## config.mk

```make
export PLATFORM = sky130hd
export DESIGN_NAME = pipe_stage_reg
export DESIGN_NICKNAME = d
export VERILOG_FILES = /design/src/rtl/pipe_stage_reg.sv
export SDC_FILE = /design/constraint.sdc
export NUM_CORES = 1
export LEC_CHECK = 0
export CAP_MARGIN = 20
export CORE_AREA = 3 3 124 185
export DETAILED_ROUTE_END_ITERATION = 7
export DIE_AREA = 0 0 127 188
export GPL_TIMING_DRIVEN = 0
export MAX_ROUTING_LAYER = met4
export PLACE_DENSITY = 0.82
export SLEW_MARGIN = 20
export SYNTH_ARGS = -nofsm -noshare
export SYNTH_HDL_FRONTEND = slang
export SYNTH_SLANG_ARGS = --single-unit
```

## constraint.sdc

```tcl
create_clock -name clk -period 2.15 [get_ports clk]
set_clock_uncertainty 0.05 [all_clocks]
set_input_delay 0.3225 -clock clk [delete_from_list [all_inputs] [get_ports clk]]
set_output_delay 0.3225 -clock clk [all_outputs]
set_load 0.02 [all_outputs]
```

## src/rtl/pipe_stage_reg.sv

```systemverilog
// Pipeline register between stages with a valid/ready handshake, an optional
// two-entry skid buffer, bubble-insert flush and a saturating stall counter.
module pipe_stage_reg #(
    parameter int DATA_W = 116,
    parameter int CTRL_W = 7,
    parameter int SKID   = 1,
    parameter int CNT_W  = 16
) (
    input  logic              clk,
    input  logic              reset,
    input  logic              flush_i,
    input  logic              in_valid_i,
    output logic              in_ready_o,
    input  logic [DATA_W-1:0] in_data_i,
    input  logic [CTRL_W-1:0] in_ctrl_i,
    output logic              out_valid_o,
    input  logic              out_ready_i,
    output logic [DATA_W-1:0] out_data_o,
    output logic [CTRL_W-1:0] out_ctrl_o,
    output logic [CNT_W-1:0]  stall_cnt_o
);

    logic              mValid_q, mValid_d;
    logic [DATA_W-1:0] mData_q, mData_d;
    logic [CTRL_W-1:0] mCtrl_q, mCtrl_d;
    logic              sValid_q, sValid_d;
    logic [DATA_W-1:0] sData_q, sData_d;
    logic [CTRL_W-1:0] sCtrl_q, sCtrl_d;
    logic [CNT_W-1:0]  stallCnt_q, stallCnt_d;

    logic inReady;
    logic inFire;
    logic outFire;
    logic stallEvent;

    // With the skid buffer, ready comes only from registered state so that
    // back-pressure never forms a combinational path from out_ready.
    always_comb begin
        if (SKID != 0) begin
            inReady = ~sValid_q & ~flush_i;
        end else begin
            inReady = (~mValid_q | out_ready_i) & ~flush_i;
        end
    end

    assign inFire     = in_valid_i & inReady;
    assign outFire    = mValid_q & out_ready_i;
    assign stallEvent = mValid_q & ~out_ready_i;

    // Every path that empties a register also zeroes its control bits, so a
    // bubble can never carry live control downstream.
    always_comb begin
        mValid_d = mValid_q;
        mData_d  = mData_q;
        mCtrl_d  = mCtrl_q;
        sValid_d = sValid_q;
        sData_d  = sData_q;
        sCtrl_d  = sCtrl_q;
        if (flush_i) begin
            mValid_d = 1'b0;
            mCtrl_d  = '0;
            sValid_d = 1'b0;
            sCtrl_d  = '0;
        end else if (SKID != 0) begin
            if (!mValid_q || outFire) begin
                if (sValid_q) begin
                    mValid_d = 1'b1;
                    mData_d  = sData_q;
                    mCtrl_d  = sCtrl_q;
                    if (inFire) begin
                        sData_d = in_data_i;
                        sCtrl_d = in_ctrl_i;
                    end else begin
                        sValid_d = 1'b0;
                        sCtrl_d  = '0;
                    end
                end else if (inFire) begin
                    mValid_d = 1'b1;
                    mData_d  = in_data_i;
                    mCtrl_d  = in_ctrl_i;
                end else begin
                    mValid_d = 1'b0;
                    mCtrl_d  = '0;
                end
            end else if (inFire) begin
                sValid_d = 1'b1;
                sData_d  = in_data_i;
                sCtrl_d  = in_ctrl_i;
            end
        end else begin
            if (inFire) begin
                mValid_d = 1'b1;
                mData_d  = in_data_i;
                mCtrl_d  = in_ctrl_i;
            end else if (outFire) begin
                mValid_d = 1'b0;
                mCtrl_d  = '0;
            end
        end
    end

    always_comb begin
        stallCnt_d = stallCnt_q;
        if (stallEvent && (stallCnt_q != {CNT_W{1'b1}})) begin
            stallCnt_d = stallCnt_q + 1'b1;
        end
    end

    always_ff @(posedge clk) begin
        if (reset) begin
            mValid_q   <= 1'b0;
            mData_q    <= '0;
            mCtrl_q    <= '0;
            sValid_q   <= 1'b0;
            sData_q    <= '0;
            sCtrl_q    <= '0;
            stallCnt_q <= '0;
        end else begin
            mValid_q   <= mValid_d;
            mData_q    <= mData_d;
            mCtrl_q    <= mCtrl_d;
            sValid_q   <= sValid_d;
            sData_q    <= sData_d;
            sCtrl_q    <= sCtrl_d;
            stallCnt_q <= stallCnt_d;
        end
    end

    assign in_ready_o  = inReady;
    assign out_valid_o = mValid_q;
    assign out_data_o  = mData_q;
    assign out_ctrl_o  = mCtrl_q;
    assign stall_cnt_o = stallCnt_q;

endmodule
```

# --- Yosys cells after proc, flatten, opt, wreduce, memory -nomap -nowiden ---
# Cells that the tools add are included.
op_classes:
  add_sub_neg: 1
  eq_ne: 2
  n_mux: 15
  n_bitwise: 7
  n_reduce_logical: 9
ops:
  columns: ["cell", "count"]
  rows:
  - ["2-to-1 mux 116 bit", 5]
  - ["2-to-1 mux 7 bit", 5]
  - ["adder 16 x 1 -> 16 bit, second input constant", 1]
  - ["inequality test 16 bit, second input constant", 1]
  - ["2-to-1 mux 1 bit", 5]
  - ["AND 1 bit", 4]
  - ["AND reduction 2 bit", 2]
  - ["nonzero test 2 bit", 2]
  - ["NOT 1 bit", 3]
  - ["AND reduction 3 bit", 1]
  - ["inequality test 2 bit, second input constant", 1]
  - ["OR reduction 2 bit", 1]
  - ["logical AND 1 bit", 1]
  - ["zero test 1 bit", 1]
  - ["logical OR 1 bit", 1]
word_totals:
  reg_bits: 264
  input_bits: 128
  out_inout_bits: 141

# --- Depth between registers and ports, before layout ---
# Gate-level depths: netlist of run 1.
logic_depth:
  word_depth: 6
  ltp_mapped: 7
  depth_no_buf: 5

# --- Worst setup path after synthesis of run 1 ---
# OpenSTA, ideal clock, no wires.
synth_path:
  kind: "reg2reg"
  start: "register stallCnt_q[0], in the netlist stall_cnt_o[0]"
  end: "register stallCnt_q[1], in the netlist stall_cnt_o[1]"
  setup_ns: 0.132
  arrival_ns: 1.681
  t_required_ns: 1.968
  setup_slack_ns: 0.287
  path_stages_with_launch: 7
  n_path_buf: 1
  synth_period_minus_slack_ns: 1.863
  cell_sequence: "dfxtp_1 -> ha_1 -> nand3_1 -> nor4_2 -> buf_2 -> nand3b_1 -> a21oi_1"
synth_between:
  elab_chain_len: 2
  word_cells_on_any_way: 3
  classes_between: "add/sub: 1; eq/ne: 1; reduce/logical: 1"
synth_lines:
  columns: ["element", "line_no", "text"]
  rows:
  - ["start: declaration", "29", "logic [CNT_W-1:0] stallCnt_q, stallCnt_d;"]
  - ["start signal: assignment", "125", "stallCnt_q <= stallCnt_d;"]
  - ["parallel branches: the longest is 2 deep, another holds adder 16 x 1 -> 16 bit", null, null]
# Several ways; the timed one is not identified.
# A chain may end at the register's enable or synchronous reset.

# --- Final worst setup path of run 1 ---
layout_path:
  start: "input flush_i"
  end: "register sData_q[49]"
layout_between:
  elab_chain_len: 6
  word_cells_on_any_way: 7
  classes_between: "mux: 3; bitwise: 3; reduce/logical: 1"
layout_lines:
  columns: ["element", "line_no", "text"]
  rows:
  - ["start: declaration", "11", "input logic flush_i,"]
  - ["NOT 1 bit (no source line) *", null, null]
  - ["AND 1 bit", "40", "inReady = ~sValid_q & ~flush_i;"]
  - ["AND 1 bit", "46", "assign inFire = in_valid_i & inReady;"]
  - ["2-to-1 mux 116 bit (3 in series)", null, null]
  - ["end signal: assignment", "123", "sData_q <= sData_d;"]
  - ["end: declaration", "27", "logic [DATA_W-1:0] sData_q, sData_d;"]
# Mark *: on every way between the ends. The rest lies on a longest branch, timed or not. The select of a mux whose other input is x is not followed.

==> out/qor.txt, run 1 <==
Overall Global Routing Usage -> 25.4%
Fin worst setup slack -> 0.0944 ns
Final-layout fill cell count -> 1772
GRT overflow -> 0
Vias in the first global route -> 9758
Placed cell count -> 1732
Period utilization -> 95.6%
Share of cells above drive strength 1 -> 5.92%
Crit-path max FO -> 10
Die ar. -> 0.0239 sq mm
Initial core utilization -> 48.3%
Slew Limit Fails -> 0
Peak VDD IR -> 0.000713 V
Num Clock Sinks -> 264
DP Worst Slack -> -0.832 ns
CTS Buffer Depth -> 3
Reg clk slew, reported paths -> 0.06 ns
Startpoint types -> input pin
Synth warn -> 0
Measured slew at the worst slew-check pin -> 0.831 ns
FF-to-FF Start -> out_valid_o
Rel. slew slack -> 44.6%
# DRC -> 0
R2r worst-path depth -> 5
Via density per instance -> 5.45
Worst hold path type -> input pin to flip-flop
Layout area overhead -> 37.1%
Final ANT Viol Nets -> 0
Drt pass-1 iters -> 5
Total Routed Length -> 30.7 mm
Reg-to-reg endpoint -> out_data_o[94]
Post-cts hold buffer count -> 0
Commonest non-fill, non-tap cell in the layout -> clkdlybuf4s50_1
Flop2flop setup slack -> 0.17 ns
Core area -> 0.0216 sq mm
LEAKAGE -> 4.76 nW
Worst Setup EP -> sData_q[49]
Nets -> 1618
Routed len/inst -> 17.3 um
Status -> finished clean
Syn_area_per_cell -> 8.76 sq um
Skew-Pair Late Insertion Delay -> 0.51 ns
Final non-filler cell total -> 1777
Root buffer selected by CTS -> clkbuf_16
Net Count, Synth -> 1322
Endpoints failing setup -> 0
Placement Rows -> 66
Commonest non-fill, non-tap cells in the layout -> clkdlybuf4s50_1, dfxtp_1, nand2_1, nor2_1, a21oi_1
Crit end category -> flip-flop
Worst setup path startpoint -> flush_i
Worst Path Arrival -> 2.44 ns
Crit path kind -> input pin to flip-flop
F_max -> 486 MHz
Register area share after synthesis -> 50.6%
Fin util -> 66.3%
Largest net degree at the start of global routing -> 18
Initial drt markers -> 418
Flops & latches, synth -> 264
WP data required -> 2.54 ns
TritonCTS clock tree -> done
Io pins -> 269
Fin area -> 0.0143 sq mm
Initial antenna violation count -> 1
First-pass GRT wire length -> 48.5 mm
Vias after detailed routing -> 9682
CTS buffer count -> 25
Post-Syn Area -> 0.0105 sq mm
Max_cap viols -> 0
Cells after Synth -> 1193
Die height -> 188 um
Routability cong. -> 0.822
Netlist cell types -> 40
Post-DP Area -> 0.0135 sq mm
Detailed-placement wirelength estimate -> 22.8 mm
Pwr per Cell Area -> 753 mW/mm^2
Die Wd -> 127 um
IO buf count -> 267
Tmin final -> 2.06 ns
H-tree levels -> 1
Final hold vios -> 0
## kinds of logic after synthesis
group	after synthesis	share of synthesized area, %
simple gates	433	17.2
fa+ha+maj	1	0.120
buf+inv	103	4.13
mux	121	11.6
xor+xnor	1	0.0838
flops	264	50.6
compound gates	270	16.3
## per-layer routing
layer | up-vias | routed length (um) | track usage (%)
li1 | 4734 | - | -
met1 | 4579 | 11500 | 26.8
met2 | 312 | 16400 | 46.6
met3 | 57 | 2000 | 5.79
met4 | 0 | 844 | 7.80
met5 | - | 0 | -
## timing repair
action                                  CTS  global route
gates cloned                              0             0
buffers inserted                          0             3
pin swaps                                 0             2
gates resized for setup                  10            13
endpoints found under the setup margin  181            87
## how the worst min path moves through the flow
stage | startpoint | endpoint | slack [ns] | depth (start not counted)
floorplan | sData_q[0] | sData_q[0] | 0.39 | 2
global placement | sData_q[1] | sData_q[1] | 0.39 | 2
detailed placement | sData_q[13] | sData_q[13] | 0.40 | 2
CTS | reset | stall_cnt_o[11] | 0.27 | 3
global route | in_data_i[2] | sData_q[2] | 0.32 | 3
finish | reset | stall_cnt_o[11] | 0.29 | 3
## flip-flops by register name, summed over array words and instances, names as in the netlist
| name | count |
|---|---|
| sCtrl_q | 7 |
| out_data_o | 116 |
| stall_cnt_o | 16 |
| sData_q | 116 |
| out_ctrl_o | 7 |
| out_valid_o | 1 |
| sValid_q | 1 |
## report_power, final
part	total (mW)	switching (mW)	leakage (nW)	internal (mW)
sequential	5.15	0.0933	2.15	5.06
clock	4.33	1.82	0.390	2.51
combinational	1.32	0.682	2.22	0.642
## per-stage QoR
stage	power [mW]	hold WS [ns]	TNS [ns]
3_5_place_dp	6.58	0.396	-142.98
5_1_grt	11.2	0.317	-0.00731
4_1_cts	10.9	0.266	0
2_1_floorplan	5.84	0.386	0
6_report	10.8	0.292	0
3_3_place_gp	6.55	0.390	-132.80
## layout make-up
cell class / instances / area, sq um / area share [%]
Sequential cell: 264 / 5290 / 36.9
Inverter: 2 / 7.51 / 0.0524
Tap cell: 272 / 340 / 2.37
Antenna cell: 1 / 2.50 / 0.0175
Buffer: 100 / 449 / 3.13
Multi-Input combinational cell: 826 / 4770 / 33.3
Clock buffer: 36 / 707 / 4.93
Clock inverter: 6 / 83.8 / 0.585
Timing Repair Buffer: 270 / 2690 / 18.8
## critical path, stage by stage
cell and delay, ns:
clkdlybuf4s50_1 0.56, nand2b_1 0.22, clkbuf_1 0.25, nor3_4 0.23
buf_4 0.18, buf_6 0.19, buf_2 0.24, nand2_1 0.08
a21oi_1 0.17
## Yosys cell counts, drive strengths merged
| library cell | number | area share (%) |
|---|---|---|
| xor2 | 1 | 0.084 |
| dfxtp | 264 | 51 |
| nand2b | 2 | 0.19 |
| buf | 39 | 1.8 |
| a211oi | 123 | 8.8 |
| a21oi | 127 | 6.1 |
| o21ai | 4 | 0.19 |
| mux2i | 118 | 11 |
| o31ai | 7 | 0.50 |
| nor4b | 1 | 0.084 |
| nor2 | 138 | 5.0 |
| o2111ai | 1 | 0.084 |
| nand4 | 6 | 0.36 |
| inv | 2 | 0.072 |
| or4 | 6 | 0.43 |
| and2 | 1 | 0.060 |
| mux2 | 3 | 0.32 |
| and3 | 2 | 0.12 |
| or2 | 1 | 0.060 |
| nor4bb | 1 | 0.096 |
| nor3 | 11 | 0.62 |
| and2b | 1 | 0.072 |
| clkbuf | 62 | 2.2 |
| a31oi | 1 | 0.060 |
| or3 | 5 | 0.30 |
| nand3b | 1 | 0.072 |
| nor2b | 3 | 0.18 |
| nand2 | 239 | 8.6 |
| nor4 | 2 | 0.18 |
| a22oi | 7 | 0.50 |
| ha | 1 | 0.12 |
| and4 | 2 | 0.17 |
| nand3 | 3 | 0.14 |
| nor3b | 8 | 0.57 |
No activity file was read; power rests on OpenSTA's default activity.
==> run 2: changes to the inputs <==
--- a/config.mk
+++ b/config.mk
@@ -9,7 +9,6 @@
 export CORE_AREA = 3 3 124 185
 export DETAILED_ROUTE_END_ITERATION = 7
 export DIE_AREA = 0 0 127 188
-export GPL_TIMING_DRIVEN = 0
 export MAX_ROUTING_LAYER = met4
 export PLACE_DENSITY = 0.82
 export SLEW_MARGIN = 20
==> constraint.sdc (replaced) <==
create_clock -name clk -period 2 [get_ports clk]
set_clock_uncertainty 0.05 [all_clocks]
set_input_delay 0.3 -clock clk [delete_from_list [all_inputs] [get_ports clk]]
set_output_delay 0.3 -clock clk [all_outputs]
set_load 0.05 [all_outputs]
==> run 2 against run 1 <==
Effect of this change: utilization up 0.51 points; largest cell class unchanged; combinational power grew 27%; highest routed layer unchanged; critical endpoint is now stall_cnt_o[9]; final cell count fell by 2.8%; first-iteration DRC count rose by 17%; total power grew 15%; flip-flop and latch count stayed put; non-clock buffer count down 49; global-route usage fell by 2.3 points; setup slack gained 0.00074 ns.
==> out/qor.txt, run 2 (synthesized netlist as in run 1, its figures left out) <==
Via density per instance -> 5.49 (+0.74%)
Period utilization -> 95.2%
Measured slew at the worst slew-check pin -> 0.642 ns (-0.190 ns)
CTS buffer count -> 24 (-4.0%)
CP max stage delay -> 0.57 ns (about the same)
Net Switching -> 3.17 mW (+23%)
Peak VDD IR -> 0.000692 V (-3.0%)
Layout area overhead -> 38.2%
Status -> finished clean
Initial antenna violation count -> 0 (-1)
Power consumption -> 12.4 mW (+15%)
Post-cts hold buffer count -> 0 (unchanged)
Die ar. -> 0.0239 sq mm (unchanged)
LEAKAGE -> 5.39 nW (+13%)
Critical Path Slowest Stage Cell -> dlygate4sd2_1
Detailed-placement wirelength estimate -> 19.2 mm (-16%)
Die height -> 188 um (unchanged)
Reg clk slew, reported paths -> 0.07 ns (about the same)
Slew Limit Fails -> 0 (unchanged)
Root buffer selected by CTS -> clkbuf_16
Max_cap viols -> 0 (unchanged)
Internal power -> 9.22 mW (+12%)
Skew-Pair Late Insertion Delay -> 0.51 ns (about the same)
Buf+Inv Stages, Crit Path -> 1 (-4)
Net Sw Frac -> 25.6% (+1.6 points)
IO buf count -> 268 (+0.37%)
Vias after detailed routing -> 9485 (-2.0%)
Largest net degree at the start of global routing -> 75 (+57)
Initial core utilization -> 48.3% (unchanged)
First-pass GRT wire length -> 44.9 mm (-7.5%)
Commonest non-fill, non-tap cell in the layout -> dfxtp_1
Min Hold Slack -> 0.114 ns (-0.178 ns)
TritonCTS clock tree -> done
Placement Rows -> 66 (unchanged)
Die Wd -> 127 um (unchanged)
Rel. slew slack -> 56.0% (+11 points)
Startpoint types -> flip-flop
WHS Path Cells -> 2 (-1)
Final hold vios -> 0 (unchanged)
Crit-path max FO -> 6 (-4)
Routability cong. -> 0.805 (-2.1%)
Final ANT Viol Nets -> 0 (unchanged)
Num Clock Sinks -> 264 (unchanged)
Vias in the first global route -> 9279 (-4.9%)
# DRC -> 0 (unchanged)
Commonest non-fill, non-tap cells in the layout -> dfxtp_1, nand2_1, nor2_1, dlygate4sd2_1, a21oi_1
Io pins -> 269 (unchanged)
Pwr per Cell Area -> 858 mW/mm^2 (+14%)
Sequential Power Share -> 44.7% (-3.0 points)
Placed cell count -> 1683 (-2.8%)
H-tree levels -> 1 (unchanged)
F_max -> 525 MHz
WP data required -> 1.65 ns (-0.89 ns)
RSZ-0062 raised after global routing -> false
Overall Global Routing Usage -> 23.1% (-2.3 points)
Clock group share of total power -> 41.8% (+1.7 points)
R2r worst-path depth -> 5 (unchanged)
Worst path cell trace -> dlygate4sd2_1
Final non-filler cell total -> 1728 (-2.8%)
Crit end category -> output port
Routed len/inst -> 16.3 um (-5.7%)
ANT cells -> 0 (-1)
Worst path depth -> 1 (-8)
Fin worst setup slack -> 0.0952 ns (+0.000738 ns)
Worst Path Arrival -> 1.55 ns (-0.89 ns)
GRT overflow -> 0 (unchanged)
Worst hold path type -> input pin to flip-flop
Share of cells above drive strength 1 -> 8.17% (+2.3 points)
Tmin final -> 1.90 ns
Drt pass-1 iters -> 5 (unchanged)
Endpoints failing setup -> 0 (unchanged)
Logic pwr share -> 13.6% (+1.3 points)
Crit path kind -> flip-flop to output port
CP delay by family, top -> buffers and inverters
Initial drt markers -> 489 (+17%)
DP Worst Slack -> -0.173 ns (+0.658 ns)
CTS Buffer Depth -> 3 (unchanged)
Nets -> 1568 (-3.1%)
Core area -> 0.0216 sq mm (unchanged)
Total Routed Length -> 28.2 mm (-8.3%)
==> run 2: cell count changes in the layout (fill, tap and decap cells not counted), moves of 4 or more <==
cell and change:
buf_2 -31, dfxtp_2 +8, buf_4 +34, buf_12 +18, buf_1 -5, dfxtp_1 -9
bufinv_16 +4, clkbuf_1 -58, dlygate4sd2_1 +134, clkdlybuf4s50_1 -140, clkbuf_2 -4
==> run 2: path summary, 6_finish.rpt <==
check / from / end / slack, ns
min: reset / stall_cnt_o[8] / 0.11
max: stall_cnt_o[9] / stall_cnt_o[9] / 0.1
max reg2reg: stall_cnt_o[0] / stall_cnt_o[11] / 0.22
min reg2reg: sData_q[9] / sData_q[9] / 0.40
==> run 2: final cells by class <==
cell class	instances	area (sq um)
clock buffers	30	674
clock inverters	13	234
fillers	1724	7190
inverters	2	7.51
multi-input cells	826	4770
flip-flops and latches	264	5300
well taps	272	340
repair buffers	321	3120
==> run 2: metrics by stage <==
step	TNS, ns	util, %	instance area [sq um]
after global placement	-5.61	63.2	13700
after CTS	0	66.7	14400
after detailed placement	-10.46	63.2	13700
after global routing	0	66.8	14400
final	0	66.8	14400
after floorplan	0	-	10500
==> run 2: power groups by stage <==
stage / clock network [mW] / logic [mW] / registers (mW)
2_1_floorplan: 0 / 0.442 / 6.21
3_3_place_gp: 0 / 1.77 / 5.65
3_5_place_dp: 0 / 1.79 / 5.66
4_1_cts: 5.27 / 1.69 / 5.53
5_1_grt: 5.44 / 1.79 / 5.55
6_report: 5.17 / 1.68 / 5.53
==> run 2: timing repair <==
action,in CTS,in global routing
setup endpoints to repair,136,8
setup buffers,2,0
resized for setup,135,2
==> run 2: layer usage <==
metal	share of wire, %	GRT usage (%)	routed length (um)	up-vias
met5	0	-	0	-
met1	38	25.8	10600	4423
li1	-	-	-	4649
met2	52	40.4	14500	334
met3	6.4	3.93	1820	79
met4	4.2	9.91	1190	0
==> run 3: changes to the inputs <==
--- a/config.mk
+++ b/config.mk
@@ -6,11 +6,11 @@
 export NUM_CORES = 1
 export LEC_CHECK = 0
 export CAP_MARGIN = 20
-export CORE_AREA = 3 3 124 185
+export CORE_AREA = 3 3 146 218
 export DETAILED_ROUTE_END_ITERATION = 7
-export DIE_AREA = 0 0 127 188
+export DIE_AREA = 0 0 149 221
 export MAX_ROUTING_LAYER = met4
-export PLACE_DENSITY = 0.82
+export PLACE_DENSITY = 0.63
 export SLEW_MARGIN = 20
 export SYNTH_ARGS = -nofsm -noshare
 export SYNTH_HDL_FRONTEND = slang
==> run 3 against run 2 <==
Effect of this change: count of clock-buffer cells in the layout increased by 9; register-to-register slack got worse by 0.07 ns; clock power decreased by 6.0%; via count decreased by 4.6%; setup slack got worse by 0.020 ns; cell area increased by 1.1%; final cell count increased by 7.6%; critical path depth unchanged; non-clock buffer count decreased by 2; combinational power about the same; largest cell class unchanged; largest power group unchanged.
==> out/qor.txt, run 3 (synthesized netlist as in run 1, its figures left out) <==
F_max -> 520 MHz (-1.0%)
Initial drt markers -> 368 (-25%)
Via density per instance -> 4.87 (-11%)
Final ANT Viol Nets -> 0 (unchanged)
Placed cell count -> 1811 (+7.6%)
Commonest non-fill, non-tap cells in the layout -> dfxtp_1, nand2_1, nor2_1, dlygate4sd2_1, a21oi_1
Nets -> 1568 (unchanged)
Reg-to-reg endpoint -> stall_cnt_o[11]
Hold path endpoint -> sData_q[78]
Measured slew at the worst slew-check pin -> 0.586 ns (-0.0552 ns)
LEAKAGE -> 5.38 nW (-0.27%)
Fin util -> 48.3% (-18 points)
Final non-filler cell total -> 1859 (+7.6%)
Core area -> 0.0303 sq mm (+40%)
Post-CTS resize count -> 137 (+1.5%)
Power consumption -> 12.1 mW (-2.4%)
# Post-CTS Setup Buffers -> 0 (-2)
Drt pass-1 iters -> 4 (-1)
Net Switching -> 3.19 mW (+0.63%)
Crit path kind -> flip-flop to output port
Share of cells above drive strength 1 -> 7.84% (-0.34 points)
Peak VDD IR -> 0.000623 V (-10%)
Logic pwr share -> 14.1% (+0.5 points)
Status -> finished clean
Fin area -> 0.0146 sq mm (+1.1%)
Rel. slew slack -> 60.6% (+4.6 points)
Final hold vios -> 0 (unchanged)
Routability cong. -> 0.791 (-1.7%)
Crit-path max FO -> 7 (+1)
H-tree levels -> 1 (unchanged)
Initial antenna violation count -> 4 (+4)
Net Sw Frac -> 26.4% (+0.79 points)
Worst Path Arrival -> 1.57 ns (+0.02 ns)
Hold Crit Start -> reset
Worst hold path type -> input pin to flip-flop
Post-cts hold buffer count -> 0 (unchanged)
Num Clock Sinks -> 264 (unchanged)
WHS Path Cells -> 2 (unchanged)
Pwr per Cell Area -> 828 mW/mm^2 (-3.5%)
FF-to-FF Start -> stall_cnt_o[1]
Vias in the first global route -> 8759 (-5.6%)
Initial core utilization -> 34.6% (-14 points)
Max_cap viols -> 0 (unchanged)
Worst path cell trace -> dlygate4sd2_1
Sequential Power Share -> 45.7% (+1.0 points)
CTS Buffer Depth -> 3 (unchanged)
Internal power -> 8.90 mW (-3.4%)
Clock group share of total power -> 40.2% (-1.6 points)
Critical Path Slowest Stage Cell -> dlygate4sd2_1
WP data required -> 1.65 ns (about the same)
Io pins -> 269 (unchanged)
Slew Limit Fails -> 0 (unchanged)
DP Worst Slack -> -0.185 ns (-0.0120 ns)
Crit end category -> output port
Vias after detailed routing -> 9045 (-4.6%)
Period utilization -> 96.2% (+1.0 points)
Buf+Inv Stages, Crit Path -> 1 (unchanged)
CP max stage delay -> 0.57 ns (about the same)
Die Wd -> 149 um (+17%)
Routed len/inst -> 15.6 um (-4.4%)
CP delay by family, top -> buffers and inverters
Largest net degree at the start of global routing -> 110 (+47%)
TritonCTS clock tree -> done
R2r worst-path depth -> 6 (+1)
GRT overflow -> 0 (unchanged)
Reg clk slew, reported paths -> 0.06 ns (about the same)
Startpoint types -> flip-flop
CTS buffer count -> 26 (+8.3%)
Fin worst setup slack -> 0.0751 ns (-0.0201 ns)
# DRC -> 0 (unchanged)
Skew-Pair Late Insertion Delay -> 0.54 ns (+0.03 ns)
Layout area overhead -> 39.8%
Tmin final -> 1.92 ns (+0.0201 ns)
Post-DP Area -> 0.0139 sq mm (+1.7%)
Root buffer selected by CTS -> clkbuf_16
Commonest non-fill, non-tap cell in the layout -> dfxtp_1
Overall Global Routing Usage -> 17.4% (-5.7 points)
RSZ-0062 raised after global routing -> false
IO buf count -> 268 (unchanged)
Die ar. -> 0.0329 sq mm (+38%)
Flop2flop setup slack -> 0.15 ns (-0.07 ns)
Die height -> 221 um (+18%)
Detailed-placement wirelength estimate -> 19.9 mm (+3.6%)
Placement Rows -> 78 (+18%)
Total Routed Length -> 29.0 mm (+2.8%)
First-pass GRT wire length -> 46.0 mm (+2.5%)
Endpoints failing setup -> 0 (unchanged)
-- run 3: cell type report --
class | count | area [sq um]
inverters | 2 | 7.51
flip-flops and latches | 264 | 5300
multi-input cells | 826 | 4760
clock inverters | 5 | 61.3
well taps | 400 | 500
clock buffers | 39 | 790
repair buffers | 319 | 3180
fillers | 2914 | 15600
diodes | 4 | 10.0
-- run 3: power by group through the flow --
stage / Sequential [mW] / Clock, mW / Combinational [mW]
after global placement: 5.65 / 0 / 1.81
after global routing: 5.55 / 5.22 / 1.82
after detailed placement: 5.66 / 0 / 1.83
after CTS: 5.54 / 5.01 / 1.72
after floorplan: 6.21 / 0 / 0.442
final: 5.53 / 4.86 / 1.71
-- run 3: how the worst max path moves through the flow --
stage / start / end / slack (ns) / cells after the start
after floorplan: stall_cnt_o[13] / stall_cnt_o[1] / 0.04 / 5
after global placement: out_ready_i / stall_cnt_o[15] / -0.16 / 5
after detailed placement: out_ready_i / out_data_o[91] / -0.19 / 7
after CTS: sValid_q / in_ready_o / 0.007 / 3
after global routing: stall_cnt_o[7] / stall_cnt_o[7] / 0.03 / 1
final: stall_cnt_o[7] / stall_cnt_o[7] / 0.08 / 1
-- run 3: metal layers --
metal  GRT usage [%]  vias to the layer above  routed length (um)
met5               -                        -                   0
met4            5.41                        0                 765
met3            3.97                       49                1770
met2            30.4                      207               14800
met1            19.7                     4141               11600
li1                -                     4648                   -
-- run 3: metrics by stage --
step,setup TNS (ns),hold slack (ns)
CTS,0,0.0649
detailed placement,-15.97,0.396
global route,0,0.0845
finish,0,0.0877
floorplan,0,0.386
global placement,-10.21,0.391
